===== config.mk =====
export PLATFORM = sky130hd
export DESIGN_NAME = uart_reg_ctrl
export DESIGN_NICKNAME = d
export VERILOG_FILES = /design/src/rtl/uart_reg_ctrl.sv
export SDC_FILE = /design/constraint.sdc
export NUM_CORES = 1
export LEC_CHECK = 0
export ABC_AREA = 1
export BUFFER_PORTS_ARGS = -buffer_cell sky130_fd_sc_hd__buf_2
export CAP_MARGIN = 20
export CORE_MARGIN = 2
export CORE_UTILIZATION = 25
export CTS_CLUSTER_DIAMETER = 120
export DETAILED_ROUTE_END_ITERATION = 12
export GPL_TIMING_DRIVEN = 0
export PLACE_DENSITY = 0.61
export REMOVE_ABC_BUFFERS = 1
export SETUP_SLACK_MARGIN = 0.3
export SYNTH_ARGS = -nofsm -noshare
export SYNTH_HDL_FRONTEND = slang
export SYNTH_SLANG_ARGS = --single-unit

===== constraint.sdc =====
create_clock -name clk -period 1.2 [get_ports clk]
set_input_delay 0.12 -clock clk [delete_from_list [all_inputs] [get_ports clk]]
set_output_delay 0.12 -clock clk [all_outputs]
set_load 0.05 [all_outputs]

===== src/rtl/uart_reg_ctrl.sv =====
// ============================================================================
//  uart_reg_ctrl : bus-side controller for the 16550-style UART register bank
//  Optional feature macro: UART_SCRATCH_EN (offset-7 scratch register)
//  Revision: 1.0
// ============================================================================
`default_nettype none

module uart_reg_ctrl #(
   parameter int            DW        = 8,
   parameter logic [DW-1:0] EMPTY_VAL = {DW{1'b0}}
) (
   input  logic          clk,
   input  logic          rst,
   input  logic          req_valid,
   output logic          req_ready,
   input  logic          req_we,
   input  logic [2:0]    req_addr,
   input  logic [DW-1:0] req_wdata,
   output logic          rsp_valid,
   input  logic          rsp_ready,
   output logic [DW-1:0] rsp_rdata,
   input  logic [DW-1:0] lcr_q,
   input  logic [DW-1:0] ier_q,
   input  logic [DW-1:0] mcr_q,
   input  logic [DW-1:0] dll_q,
   input  logic [DW-1:0] dlm_q,
   input  logic [DW-1:0] iir_in,
   input  logic [DW-1:0] lsr_in,
   input  logic [DW-1:0] msr_in,
   input  logic [DW-1:0] rx_data,
   input  logic          rx_empty,
   input  logic          tx_full,
   output logic [DW-1:0] reg_d,
   output logic          ce_ier,
   output logic          ce_lcr,
   output logic          ce_mcr,
   output logic          ce_dll,
   output logic          ce_dlm,
   output logic          ce_fcr,
   output logic          tx_push,
   output logic          rx_pop,
   output logic          iir_rd,
   output logic          lsr_rd,
   output logic          msr_rd
);

   typedef enum logic [1:0] {
      ST_IDLE = 2'd0,
      ST_WR   = 2'd1,
      ST_RD   = 2'd2,
      ST_RSP  = 2'd3
   } state_e;

   localparam int c_b_ier = 10;
   localparam int c_b_lcr = 9;
   localparam int c_b_mcr = 8;
   localparam int c_b_dll = 7;
   localparam int c_b_dlm = 6;
   localparam int c_b_fcr = 5;
   localparam int c_b_txp = 4;
   localparam int c_b_rxp = 3;
   localparam int c_b_iir = 2;
   localparam int c_b_lsr = 1;
   localparam int c_b_msr = 0;

   state_e        state_q, state_d;
   logic [10:0]   strb_q, strb_d;
   logic [2:0]    addr_q;
   logic          dlab_q;
   logic [DW-1:0] reg_d_q;
   logic [DW-1:0] rdata_q, rdata_d;
   logic [DW-1:0] w_scratch;

   // Strobes are decoded at the accept edge so they appear, registered,
   // exactly during the single WR/RD cycle that follows.
   always_comb begin
      state_d = state_q;
      strb_d  = '0;
      case (state_q)
         ST_IDLE: begin
            if (req_valid) begin
               state_d = req_we ? ST_WR : ST_RD;
               if (req_we) begin
                  case (req_addr)
                     3'd0: begin
                        if (lcr_q[7])      strb_d[c_b_dll] = 1'b1;
                        else if (!tx_full) strb_d[c_b_txp] = 1'b1;
                     end
                     3'd1: begin
                        if (lcr_q[7]) strb_d[c_b_dlm] = 1'b1;
                        else          strb_d[c_b_ier] = 1'b1;
                     end
                     3'd2:    strb_d[c_b_fcr] = 1'b1;
                     3'd3:    strb_d[c_b_lcr] = 1'b1;
                     3'd4:    strb_d[c_b_mcr] = 1'b1;
                     default: ;
                  endcase
               end else begin
                  case (req_addr)
                     3'd0:    strb_d[c_b_rxp] = !lcr_q[7] && !rx_empty;
                     3'd2:    strb_d[c_b_iir] = 1'b1;
                     3'd5:    strb_d[c_b_lsr] = 1'b1;
                     3'd6:    strb_d[c_b_msr] = 1'b1;
                     default: ;
                  endcase
               end
            end
         end
         ST_WR:   state_d = ST_RSP;
         ST_RD:   state_d = ST_RSP;
         ST_RSP:  if (rsp_ready) state_d = ST_IDLE;
         default: state_d = ST_IDLE;
      endcase
   end

   // Read data is sampled at the end of RD, i.e. on the same edge the
   // side-effect strobe takes effect in the core.
   always_comb begin
      rdata_d = rdata_q;
      if (state_q == ST_WR) begin
         rdata_d = '0;
      end else if (state_q == ST_RD) begin
         case (addr_q)
            3'd0: rdata_d = dlab_q ? dll_q : (rx_empty ? EMPTY_VAL : rx_data);
            3'd1: rdata_d = dlab_q ? dlm_q : ier_q;
            3'd2: rdata_d = iir_in;
            3'd3: rdata_d = lcr_q;
            3'd4: rdata_d = mcr_q;
            3'd5: rdata_d = lsr_in;
            3'd6: rdata_d = msr_in;
            3'd7: rdata_d = w_scratch;
         endcase
      end
   end

   always_ff @(posedge clk) begin
      if (rst) begin
         state_q <= ST_IDLE;
         strb_q  <= '0;
         addr_q  <= '0;
         dlab_q  <= 1'b0;
         reg_d_q <= '0;
         rdata_q <= '0;
      end else begin
         state_q <= state_d;
         strb_q  <= strb_d;
         rdata_q <= rdata_d;
         if (state_q == ST_IDLE && req_valid) begin
            addr_q <= req_addr;
            dlab_q <= lcr_q[7];
            if (req_we) reg_d_q <= req_wdata;
         end
      end
   end

`ifdef UART_SCRATCH_EN
   logic [DW-1:0] scratch_q;

   always_ff @(posedge clk) begin
      if (rst)                                     scratch_q <= '0;
      else if (state_q == ST_WR && addr_q == 3'd7) scratch_q <= reg_d_q;
   end

   assign w_scratch = scratch_q;
`else
   assign w_scratch = '0;
`endif

   assign req_ready = (state_q == ST_IDLE);
   assign rsp_valid = (state_q == ST_RSP);
   assign rsp_rdata = rdata_q;
   assign reg_d     = reg_d_q;

   assign ce_ier  = strb_q[c_b_ier];
   assign ce_lcr  = strb_q[c_b_lcr];
   assign ce_mcr  = strb_q[c_b_mcr];
   assign ce_dll  = strb_q[c_b_dll];
   assign ce_dlm  = strb_q[c_b_dlm];
   assign ce_fcr  = strb_q[c_b_fcr];
   assign tx_push = strb_q[c_b_txp];
   assign rx_pop  = strb_q[c_b_rxp];
   assign iir_rd  = strb_q[c_b_iir];
   assign lsr_rd  = strb_q[c_b_lsr];
   assign msr_rd  = strb_q[c_b_msr];

endmodule

`default_nettype wire


### After elaboration in Yosys (flattened, before gate mapping)

Cells that the tools add are included.
W data, S select, Z words.

| storage, ports and cells | value |
|---|---|
| flip-flop bits (word level) | 33 |
| input bits | 90 |
| output and inout port bits | 29 |
| word-level logic and storage cells | 67 |

| cells by class | value |
|---|---|
| equal/unequal tests | 18 |
| mux-type cells | 16 |
| bitwise operators | 5 |
| reductions and logical operators | 17 |

Operators by type and width:

| kind | number |
|---|---|
| $pmux W8 S8 | 1 |
| $mux W8 | 3 |
| $eq A3 B3 Y1 const B | 7 |
| $reduce_or A5 Y1 | 3 |
| $eq A3 B2 Y1 const B | 4 |
| $mux W1 | 8 |
| $reduce_or A4 Y1 | 2 |
| $eq A3 B1 Y1 const B | 2 |
| $logic_not A3 Y1 | 2 |
| $mux W2 | 3 |
| $pmux W2 S3 | 1 |
| $reduce_or A6 Y1 | 1 |
| $not A1 Y1 | 5 |
| $eq A2 B2 Y1 const B | 2 |
| $reduce_and A2 Y1 | 2 |
| $reduce_or A2 Y1 | 2 |
| $eq A2 B1 Y1 const B | 1 |
| $logic_and A1 B1 Y1 | 2 |
| $logic_not A1 Y1 | 2 |
| $logic_not A2 Y1 | 1 |
| $ne A2 B1 Y1 const B | 1 |
| $ne A2 B2 Y1 const B | 1 |

### Depth between registers and ports, before layout

| logic depth | value |
|---|---|
| word-level depth | 3 |
| gate-level depth with buffers | 10 |
| gate-level depth less buffers | 8 |

### Worst setup path before layout

OpenSTA, ideal clock, no wires.

| timing | value |
|---|---|
| path kind | reg2reg |
| start point | register state_q[0] |
| end point | register strb_q[10] |
| library setup time | 0.064 ns |
| arrival time | 1.653 ns |
| required time | 1.136 ns |
| setup slack | -0.517 ns |
| stages on the path, launching flop included | 8 |
| path buffers | 0 |
| period minus slack after synthesis | 1.717 ns |
| cells stage by stage | dfxtp_1 > inv_1 > ha_1 > nand2_1 > inv_2 > nand4_1 > or2_1 > nor2_1 |

| on the way | value |
|---|---|
| word-level cells in the longest chain between the ends | 3 |

RTL lines:

| item | RTL line | source |
|---|---|---|
| from (decl) | 66 | `state_e state_q, state_d;` |
| from (signal assigned) | 145 | `state_q <= state_d;` |
| $logic_not A2 Y1 | - |  |
| via req_ready | 15 | `output logic req_ready,` |
| $not A1 Y1 (no line) | - |  |
| $reduce_or A5 Y1 (no line) | - |  |
| to (signal assigned) | 146 | `strb_q <= strb_d;` |
| to (decl) | 67 | `logic [10:0] strb_q, strb_d;` |

The timed path passes the listed nets, and every way through them passes these cells.
A chain may end at the register's enable or synchronous reset.

### Final worst setup path

| timing | value |
|---|---|
| start point | register state_q[0] |
| end point | output req_ready |

| on the way | value |
|---|---|
| word-level cells in the longest chain between the ends | 1 |

RTL lines:

| item | RTL line | source |
|---|---|---|
| $logic_not A2 Y1 | 169 | `assign req_ready = (state_q == ST_IDLE);` |
| to (decl) | 15 |  |

No other way between the ends.

==> run summary <==
The placed wire-length estimate is 5380 µm. The flow ran to the end, but the final reports show violations. The insertion delay of the later-clocked pin in the worst-skew pair came out at 0.28 ns. The leading cell type by number of instances after synthesis is sky130_fd_sc_hd__nand2_1.

The area enclosed by the die boundary came out at 9120 µm². The via count of the first global-routing pass came out at 2592. The proportion of register bits with asynchronous set or reset after synthesis came out at 0%. The synthesis warning total came out at 0.

The type of element launching the critical path is a flop. The endpoint kind of the worst setup timing path is an output pin. The final weighted congestion in routability-driven placement came out at 0.771.

The actual slew at the worst max-slew pin came out at 0.343 ns. The checks that failed: negative setup slack. After layout, the worst path uses 106% of the clock period. In this run the deepest clock path goes through 2 buffers. The height of the die is 95.5 µm. The total overflow left after global routing is 0. Summing every instance area after synthesis gives 2090 µm².

The synthesis-stage register bit count is 33. In the synthesized netlist the dominant register cell turns out to be sky130_fd_sc_hd__dfxtp_1. The design draws 5.40 mW. The number of port buffers is 118. Setup repair after global routing could not meet its margin everywhere. The number of antenna violations at the first check in global routing came out at 0.

The final layout contains 577 nets. The number of maximum-capacitance violations is 0. The cell area after placement is 2720 µm².

The total area inside the core boundary comes to 8180 µm². For this block, the routed nets add up to 8080 µm of wire. The worst path setup slack after routing came out at -0.0682 ns. The number of pins exceeding their max-slew limit in the final report was 0. The first-pass GRT wire length came out at 12200 µm. Summed over its instances, the top area cell type makes up 31.6% of the synthesized netlist area.

The number of DRC violations after detailed-routing iteration 0 is 53. The clock drives 33 sinks. The first detailed-routing pass took 4 iterations. The worst setup skew after layout came out at 0.00438 ns. The post-synthesis cell count is 338. The finished cells cover 3780 µm².

The total routing usage reported by global routing came out at 17.4%. The CTS tree is yes. CTS placed an instance of sky130_fd_sc_hd__clkbuf_8 at the clock tree root.

Dividing the detail-routed via count by the number of cells gives 4.63. Fill cells in the final layout number 861. The critical path arrival came out at 1.15 ns. Entering global routing, the biggest net connects 18 pins. The areal power density over the cells is 1430 nW/µm². The residual DRC count is 0.

Sorting the synthesized cells by area gives the leading types as sky130_fd_sc_hd__dfxtp_1 (32%), sky130_fd_sc_hd__nand2_1 (14%), sky130_fd_sc_hd__nor2_1 (13%). The biggest fanout along the worst timing path is 4. The fmax is 789 MHz. The number of synthesized flops with an enable pin is 0.

The number of placed I/O pins came out at 119. The number of endpoints with negative hold slack in the final report is 0. The netlist uses 27 different library cells. The starting utilization of the core area is 25.6%. The share of final-layout standard cells stronger than drive strength 1 is 52.7%. The maximum vdd drop is 0.856 mV. From synthesis to final layout, the design area changed by 80.5%. The area taken by flip-flops and latches is 716 µm². Summing all multi-input logic gate instances after layout gives 1420 µm². By count the netlist is led by sky130_fd_sc_hd__nand2_1 (77), sky130_fd_sc_hd__nor2_1 (74), sky130_fd_sc_hd__inv_1 (42), sky130_fd_sc_hd__dfxtp_1 (33), sky130_fd_sc_hd__nand4_1 (31). The worst slew slack as a fraction of its limit came out at 77.1%.

The critical path is of the reg2out type. For this run, the register share of the synthesized area comes to 31.6%. Counting the buffers created by CTS gives 5. The worst endpoint required time came out at 1.08 ns. The clock transition at the registers of the reported paths came out at 0.07 ns.

The total number of vias is 2720. The fraction of the core area covered by cells at the end of the flow came out at 46.2%. The total setup violations reported at the end of the flow came out at 8. The CTS H-tree depth came out at 2.

The average routed wire per standard cell came out at 13.8 µm. The mean instance size in the synthesized netlist came out at 6.19 µm². The cell leakage power came out at 1.91 nW. Setup slack on the worst reg-to-reg path comes out at -0.03 ns. The number of antenna diodes in the final layout is 0. The class of the tightest hold or removal check is in2reg. The number of nets with antenna violations after detailed routing came out at 0.

The number of cell rows is 33. The final critical-path required period came out at 1.27 ns. The horizontal die dimension came out at 95.5 µm. sky130_fd_sc_hd__dfxtp_1 takes more of the synthesized area than any other cell.
## cell usage in the layout (no fill, tap or decap), drive strengths merged, types with 6 or more instances in the layout
master,count
nand4,31
nand2,78
o21ai,6
clkbuf,6
a21oi,14
inv,47
buf,150
nor2,76
dfxtp,33
nand3,21
## final timing paths
path	startpoint	end	depth (start not counted)
max	state_q[0]	req_ready	4
min reg2reg	reg_d[1]	reg_d[1]	2
min	req_addr[2]	strb_q[2]	2
max reg2reg	dlab_q	rsp_rdata[5]	9
## flip-flops by register name, summed over array words and instances, names as in the netlist
name and count:
strb_q 11, reg_d 8, rsp_rdata 8, addr_q 3, state_q 2, dlab_q 1
## report_power, final
group | internal, mW | switching (mW)
sequential | 1.28 | 0.177
clock | 0.603 | 0.401
combinational | 1.30 | 1.64
## cell type report
type	instances	area share, %
clock buffers	5	1.82
clock inverters	2	0.927
inverters	47	5.20
multi-input cells	243	37.5
flip-flops and latches	33	18.9
well taps	105	3.48
repair buffers	152	32.1
## metrics by stage
stage | cells | setup slack (ns) | hold WS (ns) | setup TNS, ns
5_1_grt | 587 | -0.108 | 0.0352 | -1.71
2_1_floorplan | 323 | -0.619 | 0.189 | -13.89
3_5_place_dp | 546 | -0.849 | 0.286 | -13.91
4_1_cts | 582 | -0.0253 | 0.0409 | -0.0759
6_report | 587 | -0.0682 | 0.0439 | -0.181
3_3_place_gp | 546 | -0.809 | 0.288 | -13.11
## routing by layer
metal	track usage (%)	up-vias	wire length [µm]
met5	0	-	0
met4	4.64	0	74
met3	3.40	9	551
met2	30.2	98	3900
met1	21.9	1243	3550
li1	-	1370	-
## worst max-delay path: stages, from the launching register on
cell and delay [ns]:
sky130_fd_sc_hd__dfxtp_4 0.38, sky130_fd_sc_hd__inv_4 0.05, sky130_fd_sc_hd__ha_4 0.17, sky130_fd_sc_hd__buf_4 0.13
sky130_fd_sc_hd__buf_8 0.14
## what timing repair did
item	in CTS	in global routing
setup buffers	28	4
cloned	0	1
endpoints found under the setup margin	62	60
pin swaps	33	19
resized for setup	156	54
hold endpoints to repair	1	0
hold buffers	1	0
## kinds of logic (layout without fill, tap and decap cells)
family,Yosys count,after routing,share of synthesized area [%]
adders and majority gates,5,5,2.99
AOI/OAI and AO/OA,22,22,5.44
buffers and inverters,62,206,13.1
and+or+nand+nor,216,216,46.9
DFF,33,33,31.6
Power figures use the tool's default switching activity.
